### src/rtl/nes_mem_pkg.sv
// Shared types and constants for the NES shared-memory initiator.
// Covers FSM and grant encodings, address-region tags and the hold-counter load helper.
package nes_mem_pkg;

    typedef enum logic [2:0] {
        IDLE = 3'd0,
        RD   = 3'd1,
        CAP  = 3'd2,
        WR   = 3'd3,
        DONE = 3'd4
    } state_e;

    typedef enum logic {
        GNT_CPU = 1'b0,
        GNT_PPU = 1'b1
    } grant_e;

    localparam int ADDR_W = 22;

    // Upper address bits that tag each region of the 22-bit space
    localparam logic [0:0] REGION_PRG      = 1'b0;
    localparam logic [1:0] REGION_CHR      = 2'b10;
    localparam logic [3:0] REGION_VRAM     = 4'b1100;
    localparam logic [3:0] REGION_CPU_RAM  = 4'b1110;
    localparam logic [3:0] REGION_CART_RAM = 4'b1111;

    // The hold counter counts HOLD-1 down to 0, so a strobe lasts exactly HOLD cycles
    function automatic logic [3:0] hold_load(input int hold);
        return 4'(hold - 1);
    endfunction

endpackage

### src/rtl/rr_arb2.sv
// Two-way round-robin arbiter: picks the CPU or the PPU and returns a one-hot grant.
// gnt[0] is the CPU and gnt[1] is the PPU. Under contention, the side not granted last wins.
module rr_arb2
    import nes_mem_pkg::*;
(
    input  logic       cpu_req,
    input  logic       ppu_req,
    input  logic       last_grant,
    output logic [1:0] gnt
);

    // Grant selection
    always_comb begin
        gnt = 2'b00;
        if (cpu_req && ppu_req) begin
            if (last_grant == GNT_PPU) begin
                gnt = 2'b01;
            end else begin
                gnt = 2'b10;
            end
        end else if (cpu_req) begin
            gnt = 2'b01;
        end else if (ppu_req) begin
            gnt = 2'b10;
        end else begin
            gnt = 2'b00;
        end
    end

endmodule

### src/rtl/nes_mem_initiator.sv
// Bus master for the NES shared memory. It arbitrates CPU and PPU requests and serialises each grant onto the memory bus.
// Results are returned with a one-cycle ack pulse. No grant is made until load_done is high.
module nes_mem_initiator
    import nes_mem_pkg::*;
#(
    parameter int RD_HOLD = 2,
    parameter int WR_HOLD = 1
)
(
    input  logic        clock,
    input  logic        reset,
    input  logic        load_done,
    input  logic        cpu_req,
    input  logic        cpu_we,
    input  logic [21:0] cpu_addr,
    input  logic [7:0]  cpu_wdata,
    output logic        cpu_ack,
    output logic [7:0]  cpu_rdata,
    input  logic        ppu_req,
    input  logic [21:0] ppu_addr,
    output logic        ppu_ack,
    output logic [7:0]  ppu_rdata,
    output logic [21:0] mem_addr,
    output logic        mem_rd_cpu,
    output logic        mem_rd_ppu,
    output logic        mem_wr,
    output logic [7:0]  mem_d,
    input  logic [7:0]  mem_q_cpu,
    input  logic [7:0]  mem_q_ppu
);

    state_e      state_r,      state_s;
    grant_e      last_grant_r, last_grant_s;
    logic [3:0]  hold_cnt_r,   hold_cnt_s;
    logic [21:0] mem_addr_r,   mem_addr_s;
    logic [7:0]  mem_d_r,      mem_d_s;
    logic        rd_cpu_r,     rd_cpu_s;
    logic        rd_ppu_r,     rd_ppu_s;
    logic        wr_r,         wr_s;
    logic        cpu_ack_r,    cpu_ack_s;
    logic        ppu_ack_r,    ppu_ack_s;
    logic [7:0]  cpu_rdata_r,  cpu_rdata_s;
    logic [7:0]  ppu_rdata_r,  ppu_rdata_s;
    logic [1:0]  gnt_s;

    rr_arb2 u_arb (
        .cpu_req    (cpu_req),
        .ppu_req    (ppu_req),
        .last_grant (last_grant_r),
        .gnt        (gnt_s)
    );

    // Next-state and next-output logic; last_grant_r also names the side owning the transaction in flight
    always_comb begin
        state_s      = state_r;
        last_grant_s = last_grant_r;
        hold_cnt_s   = hold_cnt_r;
        mem_addr_s   = mem_addr_r;
        mem_d_s      = mem_d_r;
        rd_cpu_s     = rd_cpu_r;
        rd_ppu_s     = rd_ppu_r;
        wr_s         = wr_r;
        cpu_ack_s    = 1'b0;
        ppu_ack_s    = 1'b0;
        cpu_rdata_s  = cpu_rdata_r;
        ppu_rdata_s  = ppu_rdata_r;
        case (state_r)
            IDLE: begin
                if (load_done && gnt_s[0]) begin
                    last_grant_s = GNT_CPU;
                    mem_addr_s   = cpu_addr;
                    if (cpu_we) begin
                        mem_d_s    = cpu_wdata;
                        wr_s       = 1'b1;
                        hold_cnt_s = hold_load(WR_HOLD);
                        state_s    = WR;
                    end else begin
                        mem_d_s    = 8'h00;
                        rd_cpu_s   = 1'b1;
                        hold_cnt_s = hold_load(RD_HOLD);
                        state_s    = RD;
                    end
                end else if (load_done && gnt_s[1]) begin
                    last_grant_s = GNT_PPU;
                    mem_addr_s   = ppu_addr;
                    mem_d_s      = 8'h00;
                    rd_ppu_s     = 1'b1;
                    hold_cnt_s   = hold_load(RD_HOLD);
                    state_s      = RD;
                end else begin
                    state_s = IDLE;
                end
            end
            RD: begin
                if (hold_cnt_r == 4'd0) begin
                    rd_cpu_s = 1'b0;
                    rd_ppu_s = 1'b0;
                    state_s  = CAP;
                end else begin
                    hold_cnt_s = hold_cnt_r - 4'd1;
                end
            end
            CAP: begin
                if (last_grant_r == GNT_CPU) begin
                    cpu_rdata_s = mem_q_cpu;
                    cpu_ack_s   = 1'b1;
                end else begin
                    ppu_rdata_s = mem_q_ppu;
                    ppu_ack_s   = 1'b1;
                end
                state_s = DONE;
            end
            WR: begin
                if (hold_cnt_r == 4'd0) begin
                    wr_s      = 1'b0;
                    cpu_ack_s = 1'b1;
                    state_s   = DONE;
                end else begin
                    hold_cnt_s = hold_cnt_r - 4'd1;
                end
            end
            DONE: begin
                state_s = IDLE;
            end
            default: begin
                rd_cpu_s = 1'b0;
                rd_ppu_s = 1'b0;
                wr_s     = 1'b0;
                state_s  = IDLE;
            end
        endcase
    end

    // State and output registers
    always_ff @(posedge clock or posedge reset) begin
        if (reset) begin
            state_r      <= IDLE;
            last_grant_r <= GNT_PPU;
            hold_cnt_r   <= 4'd0;
            mem_addr_r   <= 22'd0;
            mem_d_r      <= 8'h00;
            rd_cpu_r     <= 1'b0;
            rd_ppu_r     <= 1'b0;
            wr_r         <= 1'b0;
            cpu_ack_r    <= 1'b0;
            ppu_ack_r    <= 1'b0;
            cpu_rdata_r  <= 8'h00;
            ppu_rdata_r  <= 8'h00;
        end else begin
            state_r      <= state_s;
            last_grant_r <= last_grant_s;
            hold_cnt_r   <= hold_cnt_s;
            mem_addr_r   <= mem_addr_s;
            mem_d_r      <= mem_d_s;
            rd_cpu_r     <= rd_cpu_s;
            rd_ppu_r     <= rd_ppu_s;
            wr_r         <= wr_s;
            cpu_ack_r    <= cpu_ack_s;
            ppu_ack_r    <= ppu_ack_s;
            cpu_rdata_r  <= cpu_rdata_s;
            ppu_rdata_r  <= ppu_rdata_s;
        end
    end

    assign mem_addr   = mem_addr_r;
    assign mem_d      = mem_d_r;
    assign mem_rd_cpu = rd_cpu_r;
    assign mem_rd_ppu = rd_ppu_r;
    assign mem_wr     = wr_r;
    assign cpu_ack    = cpu_ack_r;
    assign ppu_ack    = ppu_ack_r;
    assign cpu_rdata  = cpu_rdata_r;
    assign ppu_rdata  = ppu_rdata_r;

endmodule

### config.mk
export PLATFORM = sky130hd
export DESIGN_NAME = nes_mem_initiator
export DESIGN_NICKNAME = d
export VERILOG_FILES = /design/src/rtl/nes_mem_pkg.sv /design/src/rtl/rr_arb2.sv /design/src/rtl/nes_mem_initiator.sv
export SDC_FILE = /design/constraint.sdc
export NUM_CORES = 1
export LEC_CHECK = 0
export ABC_CLOCK_PERIOD_IN_PS = 1900
export CORE_UTILIZATION = 43
export CTS_BUF_LIST = sky130_fd_sc_hd__clkbuf_4 sky130_fd_sc_hd__clkbuf_8
export DETAILED_ROUTE_END_ITERATION = 10
export GPL_TIMING_DRIVEN = 1
export PLACE_DENSITY = 0.88
export SYNTH_ARGS = -nofsm -noshare
export SYNTH_HDL_FRONTEND = slang
export SYNTH_SLANG_ARGS = --single-unit
### constraint.sdc
create_clock -name clock -period 1.9 [get_ports clock]
set_input_delay 0.285 -clock clock [delete_from_list [all_inputs] [get_ports clock]]
set_output_delay 0.285 -clock clock [all_outputs]
set_load 0.02 [all_outputs]
### Word level (Yosys, flattened, before mapping)

Cells that the tools add are included.

| operators by class | value |
|---|---|
| reduce and logical (&&, ||, !) cells | 18 |
| add/subtract/negate cells | 1 |
| equal/unequal tests | 13 |
| muxes and demuxes | 36 |
| bitwise operators | 3 |

Operators by type and width:

| kind | count |
|---|---|
| $mux W22 | 2 |
| $mux W8 | 3 |
| $ne A2 B2 Y1 const B | 8 |
| $mux W1 | 14 |
| $mux W4 | 3 |
| $pmux W3 S4 | 1 |
| $reduce_and A4 Y1 | 3 |
| $mux W2 | 5 |
| $mux W3 | 3 |
| $pmux W1 S3 | 3 |
| $pmux W4 S2 | 1 |
| $reduce_and A2 Y1 | 4 |
| $eq A3 B2 Y1 const B | 2 |
| $reduce_or A3 Y1 | 2 |
| $logic_not A4 Y1 | 1 |
| $reduce_bool A2 Y1 | 2 |
| $sub A4 B1 Y4 const B | 1 |
| $eq A3 B1 Y1 const B | 1 |
| $eq A3 B3 Y1 const B | 1 |
| $logic_and A1 B1 Y1 | 3 |
| $logic_not A3 Y1 | 1 |
| $ne A3 B3 Y1 const B | 1 |
| $not A1 Y1 | 3 |
| $reduce_and A3 Y1 | 1 |
| 2 further kinds | 2 |

| word-level totals | value |
|---|---|
| logic and storage cells | 83 |
| input port bits | 74 |
| register bits after elaboration | 59 |
| output and inout bits | 51 |

### Logic depth before layout (Yosys ltp)

Gate-level depths: netlist of the first run.

| depth | value |
|---|---|
| depth after elaboration | 7 |
| mapped depth | 6 |
| mapped depth without buffers | 5 |

### Hierarchy

A second synthesis of the first run with hierarchy kept.

| second synthesis, totals | value |
|---|---|
| cell total of the unflattened synthesis | 219 |
| area, all modules | 2572.5 um^2 |

Modules (own cells, without submodules):

| module | cells an instance | area an instance (um^2) | sequential area each (um^2) | times used |
|---|---|---|---|---|
| nes_mem_initiator | 216 | 2553.7 | 1477.7 | 1 |
| rr_arb2 | 3 | 18.8 | 0.0 | 1 |

### Worst setup path before layout of the first run

OpenSTA, ideal clock, no wires.

| timing | value |
|---|---|
| path kind | register -> register |
| start | reg hold_cnt_r[0] |
| end | reg hold_cnt_r[0] |
| library setup time | 0.139 ns |
| path buffers | 0 |
| stages on the path, launching flop included | 6 |
| data arrival time | 1.399 ns |
| period minus slack after synthesis | 1.538 ns |
| data required time | 1.761 ns |
| setup slack | 0.362 ns |
| cell sequence | dfrtp_1 -> inv_1 -> ha_1 -> or3b_2 -> a22oi_1 -> o32ai_1 |

| between the ends | value |
|---|---|
| longest elaborated chain between the ends | 3 |
| elaborated cells between the ends (all ways) | 6 |
| classes of those cells | 1 x add/sub; 1 x eq/ne; 2 x mux; 2 x reduce/logical |

RTL lines:

| element | line | source |
|---|---|---|
| from (decl) | nes_mem_initiator.sv:34 | `logic [3:0] hold_cnt_r, hold_cnt_s;` |
| from (signal assigned) | nes_mem_initiator.sv:152 | `hold_cnt_r <= hold_cnt_s;` |
| $sub A4 B1 Y4 / $logic_not A4 Y1 (equally long branches) | n/a |  |
| $mux W4 / $ne A2 B2 Y1 (equally long branches) | n/a |  |
| $pmux W4 S2 / $reduce_and A3 Y1 (equally long branches) | n/a |  |

Several ways; a longest one is shown, not always the timed one. The select of a mux whose other input is x is not followed.
A chain may end at the register's enable or synchronous reset.

### Worst setup path after layout of the first run

Same ends and word-level chain as after synthesis.

==> metrics.md, run 1 <==
| Metric | Value |
|---|---|
| Clk pin slew, worst setup/hold paths | ~0.07 ns |
| Routed wire length per instance | 14.87 um |
| Port bufs | ~120 |
| Antenna Nets Post-Route | 0 |
| Final core occ | between 60% and 70% |
| Sw Ratio | 37.45% |
| H-Tree Depth | 3 |
| Die height | 83.47 um |
| Worst slack at placement | 0.1258 ns |
| Vias | 2420 |
| Reg2Reg Setup Slack | 0.19 ns |
| Total negative slack | 0 ns |
| Number of nets in the layout | between 400 and 500 |
| Flop pwr share | 33.2% |
| Vias in the first global route | about 2400 |
| Routed WL | 6.719 mm |
| RSZ-0062 raised after global routing | false |
| CTS tree | built |
| Critical path launch point type | flop |
| Initial antenna violation count | 0 |
| Mux cell area share after synthesis | under 10% |
| Tmin final | 1.708 ns |
| Outcome | finished, final reports clean |
| Final Hold Vio Count | 0 |
| Post-detail-place hpwl | 4.900 mm |
| Clock Power Share | 14.6% |
| Synth Instances | 242 |
| Simple-Gate Fraction of Synth Area | 12.89% |
| Initial Util | 44.69% |
| Largest family of logic cells by synthesized area | compound AO/OA/AOI/OAI gates |
| GRT Util Overall | between 20 and 25% |
| FF-to-FF End | hold_cnt_r[0] |
| Register Area | 0.001478 mm^2 |
| Post-synthesis adder-cell area fraction | 0.8768% |
| Clk sinks | 59 |
| Power Density | 1513 mW/mm^2 |
| Die Area | 0.006967 mm^2 |
| P_int | 4.164 mW |
| # diodes | 0 |
| DRC viols | 0 |
| Register area share after synthesis | 51.78% |
| Critical path fanouts, max | 4 |
| Total leakage power | 1.793 nW |
| CTS Hold Bufs | 0 |
| Req. time, crit path | 2.08 ns |
| Root buf cell | clkbuf_8 |
| Worst hold path type | in -> async |
| Peak supply drop | 0.8974 mV |
| Final setup viols | 0 |
| Post-synthesis register bit count | 59 |
| Number of fill cells | 497 |
| Top-level I/O count | 125 |
| Layout cells sized above 1 | 16.80% |
| Final non-filler cell total | 452 |
| Complex-gate fraction of the synthesized area | 21.74% |
| Synth Cell Area | 0.002854 mm^2 |
| Post-synth EDFFs | 0 |
| Slew Limit Fails | 0 |
| Avg Vias per Cell | 5.354 |
| Setup CP Type | reg -> reg |
| P_sw | 2.493 mW |
| Async set-reset flop share out of synthesis | 100.0% |
| Clock Skew | 0.008766 ns |
| Die outline width | 83.47 um |
| Setup Fix Bufs, Post-CTS | 0 |
| Global route total overflow | 0 |
| Syn_nets | ~320 |
| Worst setup EP type | flop |
| First-pass GRT wire length | around 11 mm |
| Drt first pass iters | 4 |
| Prevailing post-synth register cell | dfrtp_1 |
| Row cnt | 29 |
| Gpl congestion | 0.7494 |
| Relative slew slack | between 70% and 80% |
| Skew-Pair Late Insertion Delay | 0.32 ns |
| Footprint of the multi-input gates | between 0.001 and 0.0015 mm^2 |
| RR Startpoint | hold_cnt_r[0] |
| R2R cell count | 5 |
| First DRT Iteration DRCs | roughly 110 |
| Slew @ Worst Pin | 0.4234 ns |
| FMAX | 585.5 MHz |
| Design Area, Final | 0.004400 mm^2 |
| Dpl cell area | between 0.004 and 0.005 mm^2 |
| Clk buf depth | 2 |
| Comb power frac | 52.2% |
| Core area | 0.006386 mm^2 |
| CP arrival | ~1.9 ns |
| CTS resizes | 0 |
| Crit share post-route | roughly 90% |
| Cell variety after synth | 46 |
| Pwr Total | between 6 and 7 mW |
| Synth Area per Inst | 11.79 um^2 |
| Worst Hold Slack | approximately 0.32 ns |
| Max-cap violation count | 0 |
| Final WS setup | ~0.19 ns |
| P&R area growth vs syn | 54.19% |
| Post-Synth XOR/XNOR Area | 0.3069% |
| Largest net degree at the start of global routing | 60 |
| DP Cell Count | approximately 440 |
| CTS buffer count | 9 |
| Syn. warnings | 0 |
==> critical path: stages (launching register included) <==
cell and delay, ns:
dfrtp_1 0.37, inv_1 0.14, ha_1 0.18, or3b_2 0.51, a22oi_1 0.27, o32ai_1 0.12
==> cell type report <==
cell class	count	area share, %
Sequential cell	59	33.58
Timing Repair Buffer	139	31.90
Multi-Input combinational cell	156	28.01
Clock buffer	12	3.469
Tap cell	77	2.189
Inverter	6	0.5118
Clock inverter	3	0.3412
==> power by group through the flow <==
stage               clock network [mW]  registers, mW  logic (mW)
floorplan                            0           2.81        1.33
global placement                     0           2.20        3.41
detailed placement                   0           2.23        3.49
CTS                              0.998           2.21        3.51
global route                      1.06           2.29        3.71
finish                           0.970           2.21        3.47
==> worst max-delay path by stage <==
stage | from | end | cells after the start
final | hold_cnt_r[0] | hold_cnt_r[0] | 5
after CTS | hold_cnt_r[0] | hold_cnt_r[0] | 5
after global placement | ppu_req | mem_d[2] | 4
after global routing | hold_cnt_r[0] | hold_cnt_r[0] | 5
after floorplan | reset | cpu_ack | 1
after detailed placement | cpu_req | mem_addr[16] | 5
==> layout by cell type (no fill, tap or decap), drive strengths merged, types with 8 or more instances in the layout <==
cell | synthesis | routed
dfrtp | 58 | 58
buf | 10 | 15
clkbuf | 11 | 12
o21ai | 22 | 22
a21oi | 26 | 26
mux2 | 16 | 16
clkdlybuf4s50 | 0 | 124
a22o | 8 | 8
a31oi | 22 | 22
or3b | 23 | 23
==> sequential cells by signal, summed over array words and instances (netlist names) <==
signal and flops:
cpu_ack 1, cpu_rdata 8, hold_cnt_r 4, last_grant_r 1, mem_addr 22, mem_d 8
mem_rd_cpu 1, mem_rd_ppu 1, mem_wr 1, ppu_ack 1, ppu_rdata 8, state_r 3
==> per-layer routing <==
layer,wire length [um],GRT usage (%),share of wire [%],up-vias
met5,0,0,0,-
met4,92,8.937,1.4,0
met3,459,5.242,6.8,9
met2,3417,34.72,51,97
met1,2750,24.41,41,1163
li1,-,-,-,1151
==> logic make-up after synthesis <==
group / after synthesis
AOI/OAI and AO/OA: 91
xor gates and xnor gates: 1
adders and majority gates: 2
buffers and inverters: 27
DFF: 59
muxes: 16
and+or+nand+nor: 46
==> cell usage after synthesis (all sizes together), types with 2 or more instances <==
cell type,instances,area share [%]
clkbuf,11,1.4
buf,10,2.8
a31o,3,0.92
nor3,2,1.1
dfrtp,58,51
nor2b,2,0.53
or3b,23,7.1
inv,6,0.79
or2,2,0.44
nor3b,2,0.70
nand2,4,0.53
nand2b,2,0.70
a31oi,22,7.0
mux2,16,7.4
ha,2,0.88
o2bb2ai,2,0.61
a21oi,26,4.6
a22o,8,2.5
nor2,4,0.53
o21ai,22,3.9
No activity file was read; power rests on OpenSTA's default activity.
==> run 2, diff against run 1 <==
--- a/config.mk
+++ b/config.mk
@@ -8,6 +8,7 @@
 export ABC_CLOCK_PERIOD_IN_PS = 1900
 export CORE_UTILIZATION = 43
 export CTS_BUF_LIST = sky130_fd_sc_hd__clkbuf_4 sky130_fd_sc_hd__clkbuf_8
+export CTS_CLUSTER_SIZE = 30
 export DETAILED_ROUTE_END_ITERATION = 10
 export GPL_TIMING_DRIVEN = 1
 export PLACE_DENSITY = 0.88
==> results of run 2 <==
Same layout as run 1: the final DEF is identical, and so are final timing and power.
==> run 3, diff against run 2 <==
--- a/config.mk
+++ b/config.mk
@@ -5,8 +5,9 @@
 export SDC_FILE = /design/constraint.sdc
 export NUM_CORES = 1
 export LEC_CHECK = 0
+export ABC_AREA = 1
 export ABC_CLOCK_PERIOD_IN_PS = 1900
-export CORE_UTILIZATION = 43
+export CORE_UTILIZATION = 42
 export CTS_BUF_LIST = sky130_fd_sc_hd__clkbuf_4 sky130_fd_sc_hd__clkbuf_8
 export CTS_CLUSTER_SIZE = 30
 export DETAILED_ROUTE_END_ITERATION = 10
==> run 3 against run 2 <==
First-iteration DRC count up 10%. Utilization is 0.28 points higher. Total power increased by 0.54%. Final area is 5.3% lower. Fmax grew 6.0%. Sequential share of layout area increased by 1.9 points. Worst hold slack got worse by 0.12 ns. Setup slack gained 0.097 ns. Clock power rose by 6%. Global-route usage rose by 2.3 points. Count of clock-buffer cells in the layout increased by 2. Synthesized cell count rose by 33%. Highest routed layer unchanged.
==> metrics.md, run 3 <==
| Metric | Value |
|---|---|
| Register area share after synthesis | approximately 55% |
| Initial Util | between 40% and 50% |
| Number of nets in the layout | 526 |
| Max-cap violation count | 0 |
| Slowest stage delay, CP | about 0.64 ns |
| CTS buffer count | 9 |
| Syn. warnings | 0 |
| Synth Area per Inst | ~8.4 um^2 |
| P&R area growth vs syn | 55.48% |
| Routed WL | 7.208 mm |
| Number of flip-flops in the largest register | 22 |
| DP Cell Count | slightly above 500 |
| Worst setup EP type | output port |
| Avg Vias per Cell | 4.891 |
| RSZ-0062 raised after global routing | false |
| Register Area | 0.001478 mm^2 |
| Top-count cell post-synth | nand2_1 |
| Req. time, crit path | between 1.5 and 2 ns |
| Setup CP Type | reg -> out |
| Setup Fix Bufs, Post-CTS | 0 |
| Number of fill cells | 502 |
| Synth area leader | dfrtp_1 |
| Clk buf depth | 2 |
| Global route total overflow | 0 |
| Post-detail-place hpwl | between 5 and 6 mm |
| H-Tree Depth | 3 |
| Post-synthesis register bit count | 59 |
| Routed wire length per instance | 13.60 um |
| CTS Hold Bufs | 0 |
| Final Hold Vio Count | 0 |
| Antenna Nets Post-Route | 0 |
| Syn_nets | about 400 |
| Cell variety after synth | 26 |
| Top-level I/O count | approximately 130 |
| First-pass GRT wire length | about 11 mm |
| Port bufs | between 100 and 150 |
| Largest net degree at the start of global routing | 32 |
| Power Density | 1605 mW/mm^2 |
| Skew-Pair Late Insertion Delay | 0.33 ns |
| Tmin final | 1.611 ns |
| Commonest cells in the netlist | 104 x nand2_1, 58 x dfrtp_1, 35 x o21ai_0 |
| Peak supply drop | between 0.9 and 1 mV |
| DRC viols | 0 |
| Layout cells sized above 1 | 9.670% |
| Die height | a little over 80 um |
| FMAX | ~620 MHz |
| Crit share post-route | between 80% and 90% |
| Most common cell after layout, fill and taps aside | clkdlybuf4s50_1 |
| Synth Instances | around 320 |
| Row cnt | 28 |
| Gpl congestion | 0.8186 |
| Die Area | about 0.0067 mm^2 |
| Critical path launch point type | flop |
| CTS resizes | 0 |
| Final non-filler cell total | 530 |
| Synth top area cells | dfrtp_1 54%, nand2_1 15%, o21ai_0 6.5%, o21ai_1 4.1%, nor2_1 3.9% |
| Slew Limit Fails | 0 |
| Yosys top cell area share | 54.13% |
| Clock Skew | 0.005104 ns |
| Synth Cell Area | 0.002681 mm^2 |
| Worst Hold Slack | 0.2075 ns |
| Family with the most delay on the worst path | buffers and inverters |
| Reg2Reg Setup Slack | 0.30 ns |
| Critical-path cell list | clkdlybuf4s50_1 |
| # diodes | 0 |
| Worst hold path type | in -> async |
| Core area | 0.006026 mm^2 |
| Outcome | finished, final reports clean |
| Clk pin slew, worst setup/hold paths | 0.06 ns |
| Prevailing post-synth register cell | dfrtp_1 |
| Drt first pass iters | 6 |
| Root buf cell | clkbuf_8 |
| Most frequent cells in the layout | 124 x clkdlybuf4s50_1, 104 x nand2_1, 58 x dfrtp_1 |
| Async set-reset flop share out of synthesis | 100.0% |
| CTS tree | built |
| Clk sinks | 59 |
| Relative slew slack | 70.35% |
| Crit-path slowest cell | clkdlybuf4s50_1 |
| Vias | between 2000 and 3000 |
| Vias in the first global route | between 2000 and 2500 |
| First DRT Iteration DRCs | 116 |
| Final setup viols | 0 |
| Total negative slack | 0 ns |
| Total leakage power | between 1.5 and 2 nW |
| Post-synth EDFFs | 0 |
| Critical path fanouts, max | 2 |
| Slew @ Worst Pin | around 0.44 ns |
| Initial antenna violation count | 0 |
| GRT Util Overall | 22.65% |
| CP arrival | around 1.3 ns |
| Die outline width | 81.90 um |
| Buffers and inverters on the worst path | 1 |
| Footprint of the multi-input gates | 0.001033 mm^2 |
## run 3: cell types whose count changed after synthesis, moves of 22 or more
cell     change
or3b_1      -22
nor2_1      +24
nand2_1    +100
a21oi_1     -24
o21ai_1     +22
## run 3: per-stage QoR
stage               setup WS, ns  total power, mW  utilization, %  cell area, um^2
finish                    0.2887            6.693           69.19             4169
CTS                       0.2801            6.745           69.19             4169
detailed placement       0.02115            5.678           66.13             3985
global placement          0.1467            5.561           66.13             3985
global route              0.1640            7.183           69.19             4169
floorplan                 0.1603            4.171               -             2681
## run 3: final timing paths
path / depth (start not counted) / end / from
worst min register to register: 2 / mem_wr / mem_wr
worst max-delay path: 1 / mem_addr[9] / mem_addr[9]
max in group asynchronous: 3 / mem_d[7] / reset
worst min-delay path: 2 / ppu_rdata[0] / reset
worst max register to register: 5 / mem_addr[19] / state_r[0]
min in group clock: 2 / mem_wr / mem_wr
## run 3: final cells by class
cell class              instances  share of cell area (%)
inverters                      25                   2.251
multi-input cells             225                   24.79
flip-flops and latches         59                   35.44
clock inverters                 2                  0.2401
clock buffers                  14                   4.172
well taps                      75                   2.251
repair buffers                130                   30.85
## run 3: cell families after synthesis
kind of cell,after synthesis,share of synthesized area (%)
AOI/OAI and AO/OA,62,11.90
DFF,59,55.11
and+or+nand+nor,161,25.71
adders and majority gates,2,0.9331
buffers and inverters,37,6.346
## run 3: metal layers
layer | global-route usage, % | vias up | share of wire [%]
li1 | - | 1278 | -
met1 | 27.02 | 1195 | 42
met2 | 36.12 | 97 | 48
met3 | 6.778 | 22 | 7.8
met4 | 13.16 | 0 | 3.0
met5 | 0 | - | 0
## run 3: power breakdown
group	leakage (nW)	internal, mW	switching (mW)	total (mW)
clock network	0.101	0.584	0.451	1.03
logic	1.14	1.51	1.92	3.43
registers	0.741	1.86	0.368	2.23
total	1.98	3.95	2.74	6.69
